`src/rtl/alu_sweep_if.sv`:
```
// Operand/opcode bus between the sweep driver and a combinational ALU.
interface alu_sweep_if #(
  parameter int WIDTH = 8
);
  logic [WIDTH-1:0] alu_a;
  logic [WIDTH-1:0] alu_b;
  logic [2:0]       alu_op;
  logic [WIDTH-1:0] alu_y;

  modport master (output alu_a, output alu_b, output alu_op, input alu_y);
  modport slave  (input alu_a, input alu_b, input alu_op, output alu_y);
endinterface

```
`src/rtl/alu_sweep_driver.sv`:
```
// Latches an operand pair on start, steps the ALU through all eight opcodes,
// reports each sampled result and folds it into a rotate-xor signature.
//
// state | meaning
// IDLE  | waiting for start after reset
// DRIVE | holding the current opcode, sampling after HOLD cycles
// DONE  | sweep finished, signature held until the next start
module alu_sweep_driver #(
  parameter int WIDTH = 8,
  parameter int HOLD  = 4
) (
  input  logic             clk,
  input  logic             rst,
  input  logic             start,
  input  logic [WIDTH-1:0] a_in,
  input  logic [WIDTH-1:0] b_in,
  alu_sweep_if.master      alu,
  output logic             busy,
  output logic             res_valid,
  output logic [2:0]       res_op,
  output logic [WIDTH-1:0] res_y,
  output logic [WIDTH-1:0] sig,
  output logic             done
);

  typedef enum logic [1:0] {
    IDLE  = 2'd0,
    DRIVE = 2'd1,
    DONE  = 2'd2
  } state_t;

  localparam logic [7:0] HOLD_LAST = 8'(HOLD - 1);

  state_t     state;
  logic [7:0] cnt;

  always_ff @(posedge clk) begin
    if (rst) begin
      state      <= IDLE;
      cnt        <= '0;
      alu.alu_a  <= '0;
      alu.alu_b  <= '0;
      alu.alu_op <= '0;
      busy       <= 1'b0;
      res_valid  <= 1'b0;
      res_op     <= '0;
      res_y      <= '0;
      sig        <= '0;
      done       <= 1'b0;
    end else begin
      case (state)
        IDLE, DONE: begin
          res_valid <= 1'b0;
          if (start) begin
            alu.alu_a  <= a_in;
            alu.alu_b  <= b_in;
            alu.alu_op <= '0;
            cnt        <= '0;
            sig        <= '0;
            done       <= 1'b0;
            busy       <= 1'b1;
            state      <= DRIVE;
          end
        end
        DRIVE: begin
          if (cnt == HOLD_LAST) begin
            cnt       <= '0;
            res_y     <= alu.alu_y;
            res_op    <= alu.alu_op;
            res_valid <= 1'b1;
            sig       <= {sig[WIDTH-2:0], sig[WIDTH-1]} ^ alu.alu_y;
            // Last opcode: leave alu_op parked at 7 so the bus stays stable.
            if (alu.alu_op == 3'd7) begin
              state <= DONE;
              busy  <= 1'b0;
              done  <= 1'b1;
            end else begin
              alu.alu_op <= alu.alu_op + 3'd1;
            end
          end else begin
            cnt       <= cnt + 8'd1;
            res_valid <= 1'b0;
          end
        end
        default: begin
          state     <= IDLE;
          busy      <= 1'b0;
          res_valid <= 1'b0;
        end
      endcase
    end
  end

endmodule

```
`src/flat_wrapper.sv`:
```
// flat-port wrapper written by rule: the top's interface ports become plain ports
module alu_sweep_driver_flat 
#(
  parameter int WIDTH = 8,
  parameter int HOLD  = 4
)
  (clk, rst, start, a_in, b_in, busy, res_valid, res_op, res_y, sig, done, alu_alu_a, alu_alu_b, alu_alu_op, alu_alu_y);
  alu_sweep_if #(.WIDTH(WIDTH)) alu_i ();
  input  logic clk;
  input  logic rst;
  input  logic start;
  input  logic [WIDTH-1:0] a_in;
  input  logic [WIDTH-1:0] b_in;
  output logic busy;
  output logic res_valid;
  output logic [2:0] res_op;
  output logic [WIDTH-1:0] res_y;
  output logic [WIDTH-1:0] sig;
  output logic done;
  output wire logic [$bits(alu_i.alu_a)-1:0] alu_alu_a;
  output wire logic [$bits(alu_i.alu_b)-1:0] alu_alu_b;
  output wire logic [$bits(alu_i.alu_op)-1:0] alu_alu_op;
  input wire logic [$bits(alu_i.alu_y)-1:0] alu_alu_y;
  assign alu_alu_a = alu_i.alu_a;
  assign alu_alu_b = alu_i.alu_b;
  assign alu_alu_op = alu_i.alu_op;
  assign alu_i.alu_y = alu_alu_y;
  alu_sweep_driver #(.WIDTH(WIDTH), .HOLD(HOLD)) u_core (.clk(clk), .rst(rst), .start(start), .a_in(a_in), .b_in(b_in), .alu(alu_i), .busy(busy), .res_valid(res_valid), .res_op(res_op), .res_y(res_y), .sig(sig), .done(done));
endmodule
```
`config.mk`:
```
export PLATFORM = sky130hd
export DESIGN_NAME = alu_sweep_driver_flat
export DESIGN_NICKNAME = d
export VERILOG_FILES = /design/src/rtl/alu_sweep_if.sv /design/src/rtl/alu_sweep_driver.sv /design/src/flat_wrapper.sv
export SDC_FILE = /design/constraint.sdc
export NUM_CORES = 1
export LEC_CHECK = 0
export CAP_MARGIN = 15
export CORE_MARGIN = 3
export CORE_UTILIZATION = 41
export CTS_CLUSTER_SIZE = 8
export DETAILED_ROUTE_END_ITERATION = 10
export PLACE_DENSITY_LB_ADDON = 0.3
export SLEW_MARGIN = 20
export SYNTH_ARGS = -nofsm -noshare
export SYNTH_HDL_FRONTEND = slang
export SYNTH_SLANG_ARGS = --single-unit
```
`constraint.sdc`:
```
create_clock -name clk -period 1.7 [get_ports clk]
set_input_delay 0.17 -clock clk [delete_from_list [all_inputs] [get_ports clk]]
set_output_delay 0.17 -clock clk [all_outputs]
set_load 0.05 [all_outputs]
```
Yosys cells after proc, flatten, opt, wreduce, memory -nomap -nowiden

Cells that the tools add are included.

Register bits after elaboration: 51
Input port bits: 27
Logic and storage cells: 56

$add $sub $neg: 2
Eq/ne operators: 8
Mux-type cells: 22
Bitwise gates (word level): 2
Reduce and logical (&&, ||, !) cells: 11

Operator list:

| cell                                                                   | number |
|---|---|
| 8-bit one-hot mux with 2 select lines                                  | 2 |
| 8-bit two-way mux                                                      | 3 |
| 3-bit two-way mux                                                      | 3 |
| 8-bit by 1-bit adder with 8-bit output (second input constant)         | 1 |
| 8-bit by 2-bit equality test with 1-bit output (second input constant) | 1 |
| 4-bit AND reduction                                                    | 2 |
| 8-bit XOR                                                              | 1 |
| 1-bit two-way mux                                                      | 7 |
| 2-bit two-way mux                                                      | 3 |
| 3-bit one-hot mux with 2 select lines                                  | 1 |
| 2-bit AND reduction                                                    | 3 |
| 3-bit AND reduction                                                    | 2 |
| 2-bit by 1-bit != test with 1-bit output (second input constant)       | 2 |
| 2-bit != test (second input constant)                                  | 2 |
| 1-bit one-hot mux with 2 select lines                                  | 2 |
| 2-bit one-hot mux with 2 select lines                                  | 1 |
| 2-bit OR reduction                                                     | 2 |
| 3-bit by 1-bit adder with 3-bit output (second input constant)         | 1 |
| 3-bit equality test (second input constant)                            | 1 |
| 2-bit by 1-bit equality test with 1-bit output (second input constant) | 1 |
| 2-bit equality test (second input constant)                            | 1 |
| 2-bit logical NOT                                                      | 1 |
| 2-bit nonzero test                                                     | 1 |
| 1-bit NOT                                                              | 1 |

Logic depth before layout (Yosys ltp)

Word-level depth: 4
Gate-level depth with buffers: 6
Depth with buffers taken out: 5

Worst setup path before layout

OpenSTA, ideal clock, no wires.

Path kind: register to register
Start point: register u_core.alu.alu_op[0]
End point: register u_core.alu.alu_op[0]
Setup time: 0.070 ns
Arrival: 1.686 ns
Data required time: 1.630 ns
Slack: -0.056 ns
Cell stages (with the launch flop): 6
Period minus slack after synthesis: 1.756 ns
Cells stage by stage: dfxtp_1 -> ha_1 -> ha_1 -> o21a_1 -> or4_1 -> a21oi_1

Cells in the longest elaborated chain, start to end: 4
Elaborated cells on any way between the ends: 7
Classes of those cells: add/sub: 1; eq/ne: 2; mux: 3; reduce/logical: 1

RTL lines:

| item                                   | line                   | source |
|---|---|---|
| start: declaration                     | alu_sweep_if.sv:10     | `modport master (output alu_a, output alu_b, output alu_op, input alu_y);` |
| start signal: assignment               | alu_sweep_driver.sv:78 | `alu.alu_op <= alu.alu_op + 3'd1;` |
| 3-bit by 1-bit adder with 3-bit output | alu_sweep_driver.sv:78 |  |
| 3-bit two-way mux                      | alu_sweep_driver.sv:73 | `if (alu.alu_op == 3'd7) begin` |
| 3-bit two-way mux                      | alu_sweep_driver.sv:66 | `if (cnt == HOLD_LAST) begin` |
| 3-bit one-hot mux with 2 select lines  | alu_sweep_driver.sv:51 | `case (state)` |

Several ways; a longest one is shown, not always the timed one. The select of a mux whose other input is x is not followed.
A chain may end at the register's enable or synchronous reset.

Worst setup path in the final report

Start point: register u_core.cnt[0]
End point: register u_core.sig[3]

Cells in the longest elaborated chain, start to end: 3

RTL lines:

| item                                               | line                   | source |
|---|---|---|
| start: declaration                                 | alu_sweep_driver.sv:35 | `logic [7:0] cnt;` |
| start signal: assignment                           | alu_sweep_driver.sv:81 | `cnt <= cnt + 8'd1;` |
| 8-bit by 2-bit equality test with 1-bit output     | alu_sweep_driver.sv:66 |  |
| 2-bit by 1-bit != test with 1-bit output (no line) | n/a                    |  |
| 3-bit AND reduction (no line)                      | n/a                    |  |
| end signal: assignment                             | alu_sweep_driver.sv:71 | `sig <= {sig[WIDTH-2:0], sig[WIDTH-1]} ^ alu.alu_y;` |
| end: declaration                                   | alu_sweep_driver.sv:22 | `output logic [WIDTH-1:0] sig,` |

No other way between the ends.

==> results.cfg <==
[worst_setup_path]
critPathMaxStageDelay_ns = 0.36
r2r_cells = 7
endpoint = u_core.sig[3]$_SDFFE_PP0P_
end_kind = flop
start_kind = flop
crit_type = reg2reg
crit_slowest_cell = dfxtp_2
path_buf_inv = 2
rr_startpoint = u_core.cnt[0]$_SDFFE_PP0P_
worst-path-stages = 7
r2r_end = u_core.sig[3]$_SDFFE_PP0P_
crit_path_max_fanout = 6
crit_path_start = u_core.cnt[0]$_SDFFE_PP0P_
critPathTopFamily = simple AND/OR/NAND/NOR gates
cp.required_ns = 1.93
ff2ff_setup_slack_ns = 0.02
path_cells = ha_4 > nor4b_4 > buf_4 > a31oi_4 > clkbuf_16 > or3_1 > a21oi_1
critPathArrivalTime_ns = 1.92

[yosys]
syn_avg_cell_area_um2 = 8.65
ys_ff_latch = 51
yosys.cell_count.top_type = dfxtp_1
synth.cell_area_um2 = 2100
synth-main-ff-cell = dfxtp_1
netlist_instances = 243
synth_nets = 274
synth_top_area_cell = dfxtp_1
ys_top_cells_by_count = dfxtp_1, nand2_1, a21oi_1, nor2_1, mux2i_1
ys_warn_count = 0
synth-async-reset-ratio = 0
synth_edf_count = 0
ys_seq_area_frac = 0.486
synth_top_area_frac = 0.486
yosys.cell_types.count = 34
netlist_top_cells_area = dfxtp_1, nand2_1, a21oi_1

[grt]
grt_max_degree = 22
antenna_found_initial = 0
grt_pass1_vias = 1874
grt_overflow = 0
grt_pass1_wl_mm = 8.31
track_usage = 0.167

[floorplan]
fp.dieArea_um2 = 6020
fp.dieW_um = 77.6
start_util = 0.434
num_rows = 25
pin_count = 68
die_h_um = 77.6
coreArea_um2 = 4850

[placed_design]
dpl-instance-area_um2 = 2930
gp_congestion = 0.773
portBuffers = 67
hpwl_mm = 3.50

[layout]
fillerInstances = 425
final_nets = 359
num_antenna_cells = 0
post-route-cell-area_um2 = 3160
drive_gt1_frac = 0.198
syn_to_final_growth_pct = 50.1

[sta]
slew_violations = 0
whs_ns = 0.276
slew_headroom = 0.651
finalSetupViolCount = 0
fin_skew_ns = 0.00634
rsz0062_at_grt = true
worst_pin_slew_ns = 0.522
period_share = 0.991
hold_viol = 0
fmax_ghz = 0.594
fin_crit_ns = 1.68

[pwr]
p_leak_nw = 1.26
ir_worst_vdd_uv = 392
p_per_area_nw_per_um2 = 747

[route]
first_pass_iters = 4
drt-vias-per-instance = 4.94
ant_nets = 0
vias = 1951
wl_mm = 4.91
drc = 0
drtIter0Drc = 29
wl_per_cell_um = 12.4

[status]
outcome = finished clean

[cts]
postCtsHoldBufs = 0
cts.sinks = 51
clkTransAtPathRegs_ns = 0.09
htree_levels = 2
cts_tree = built
numCtsBuffers = 5
cts_root_buf = clkbuf_8
cts.path.max_buffers = 2
insertion_delay_ns = 0.30

[worst_hold_path]
hp-class = in2reg

[run]
drv_cap = 0
power breakdown:
group | leakage, nW | internal, W | switching (W)
clock | 0.0440 | 0.000282 | 0.000376
combinational | 0.798 | 0.000193 | 0.000250
sequential | 0.417 | 0.00123 | 0.0000245
kinds of logic (layout without fill, tap and decap cells):
| logic type | after synthesis | after routing | synth area share |
|---|---|---|---|
| AND/OR/NAND/NOR | 104 | 104 | 0.235 |
| buffers and inverters | 15 | 100 | 0.0310 |
| adder cells (fa/ha/maj) | 4 | 4 | 0.0238 |
| flip-flops | 51 | 51 | 0.486 |
| XOR/XNOR | 8 | 8 | 0.0333 |
| multiplexers | 12 | 12 | 0.0571 |
| AO/OA/AOI/OAI | 49 | 49 | 0.135 |
state kept, by name, summed over array words and instances (netlist names):
name	flops
u_core.done	1
u_core.res_y	8
u_core.alu.alu_a	8
u_core.busy	1
u_core.alu.alu_op	3
u_core.state	2
u_core.res_op	3
u_core.alu.alu_b	8
u_core.res_valid	1
u_core.cnt	8
u_core.sig	8
stage by stage:
step | TNS (ns) | setup WS [ns] | total power (W) | std cells | utilization
floorplan | 0 | 0.0170 | 0.00152 | 243 | -
global placement | -0.130 | -0.0204 | 0.00170 | 382 | 0.604
detailed placement | -0.328 | -0.0548 | 0.00170 | 382 | 0.604
CTS | 0 | 0.0175 | 0.00236 | 392 | 0.628
global route | -0.0930 | -0.0330 | 0.00248 | 395 | 0.651
finish | 0 | 0.0153 | 0.00236 | 395 | 0.651
cell usage in the layout (no fill, tap or decap), types with 3 or more instances in the layout:
cell type / netlist / routed
dfxtp_1: 51 / 47
nor2_1: 21 / 21
or3_4: 0 / 3
xnor2_1: 8 / 8
mux2i_1: 12 / 12
nand2_1: 49 / 48
nor4_1: 3 / 3
dfxtp_2: 0 / 3
o21ai_0: 9 / 9
clkbuf_8: 0 / 5
clkdlybuf4s50_1: 0 / 55
a21oi_1: 32 / 27
buf_4: 0 / 32
nand2b_1: 3 / 3
a21oi_2: 1 / 6
nand3_1: 7 / 6
or3_1: 10 / 7
how the worst min path moves through the flow:
stage	from	end	slack (ns)	depth (start not counted)
floorplan	a_in[0]	u_core.alu.alu_a[0]$_SDFFE_PP0P_	0.31	2
global placement	u_core.alu.alu_a[3]$_SDFFE_PP0P_	u_core.alu.alu_a[3]$_SDFFE_PP0P_	0.44	2
detailed placement	u_core.alu.alu_a[6]$_SDFFE_PP0P_	u_core.alu.alu_a[6]$_SDFFE_PP0P_	0.45	2
CTS	rst	u_core.cnt[1]$_SDFFE_PP0P_	0.26	2
global route	rst	u_core.cnt[0]$_SDFFE_PP0P_	0.28	2
finish	rst	u_core.cnt[1]$_SDFFE_PP0P_	0.28	2
metal layers:
layer | share of wire | track usage | vias up
met3 | 0.049 | 0.0441 | 5
li1 | - | - | 999
met1 | 0.47 | 0.200 | 898
met2 | 0.47 | 0.292 | 49
met5 | 0 | 0 | -
met4 | 0.0077 | 0.0480 | 0
cell type report:
| type | instances | area [um2] | area share |
|---|---|---|---|
| Multi-Input combinational cell | 177 | 1090 | 0.346 |
| Sequential cell | 51 | 1030 | 0.326 |
| Tap cell | 67 | 83.8 | 0.0266 |
| Clock buffer | 5 | 68.8 | 0.0218 |
| Clock inverter | 2 | 13.8 | 0.00436 |
| Inverter | 1 | 3.75 | 0.00119 |
| Timing Repair Buffer | 92 | 865 | 0.274 |
what timing repair did:
item / in CTS / in global routing
resized for setup: 1 / 18
pin swaps: 0 / 20
buffers inserted: 3 / 3
cloned: 0 / 1
endpoints found under the setup margin: 3 / 18
Power figures use the tool's default switching activity.
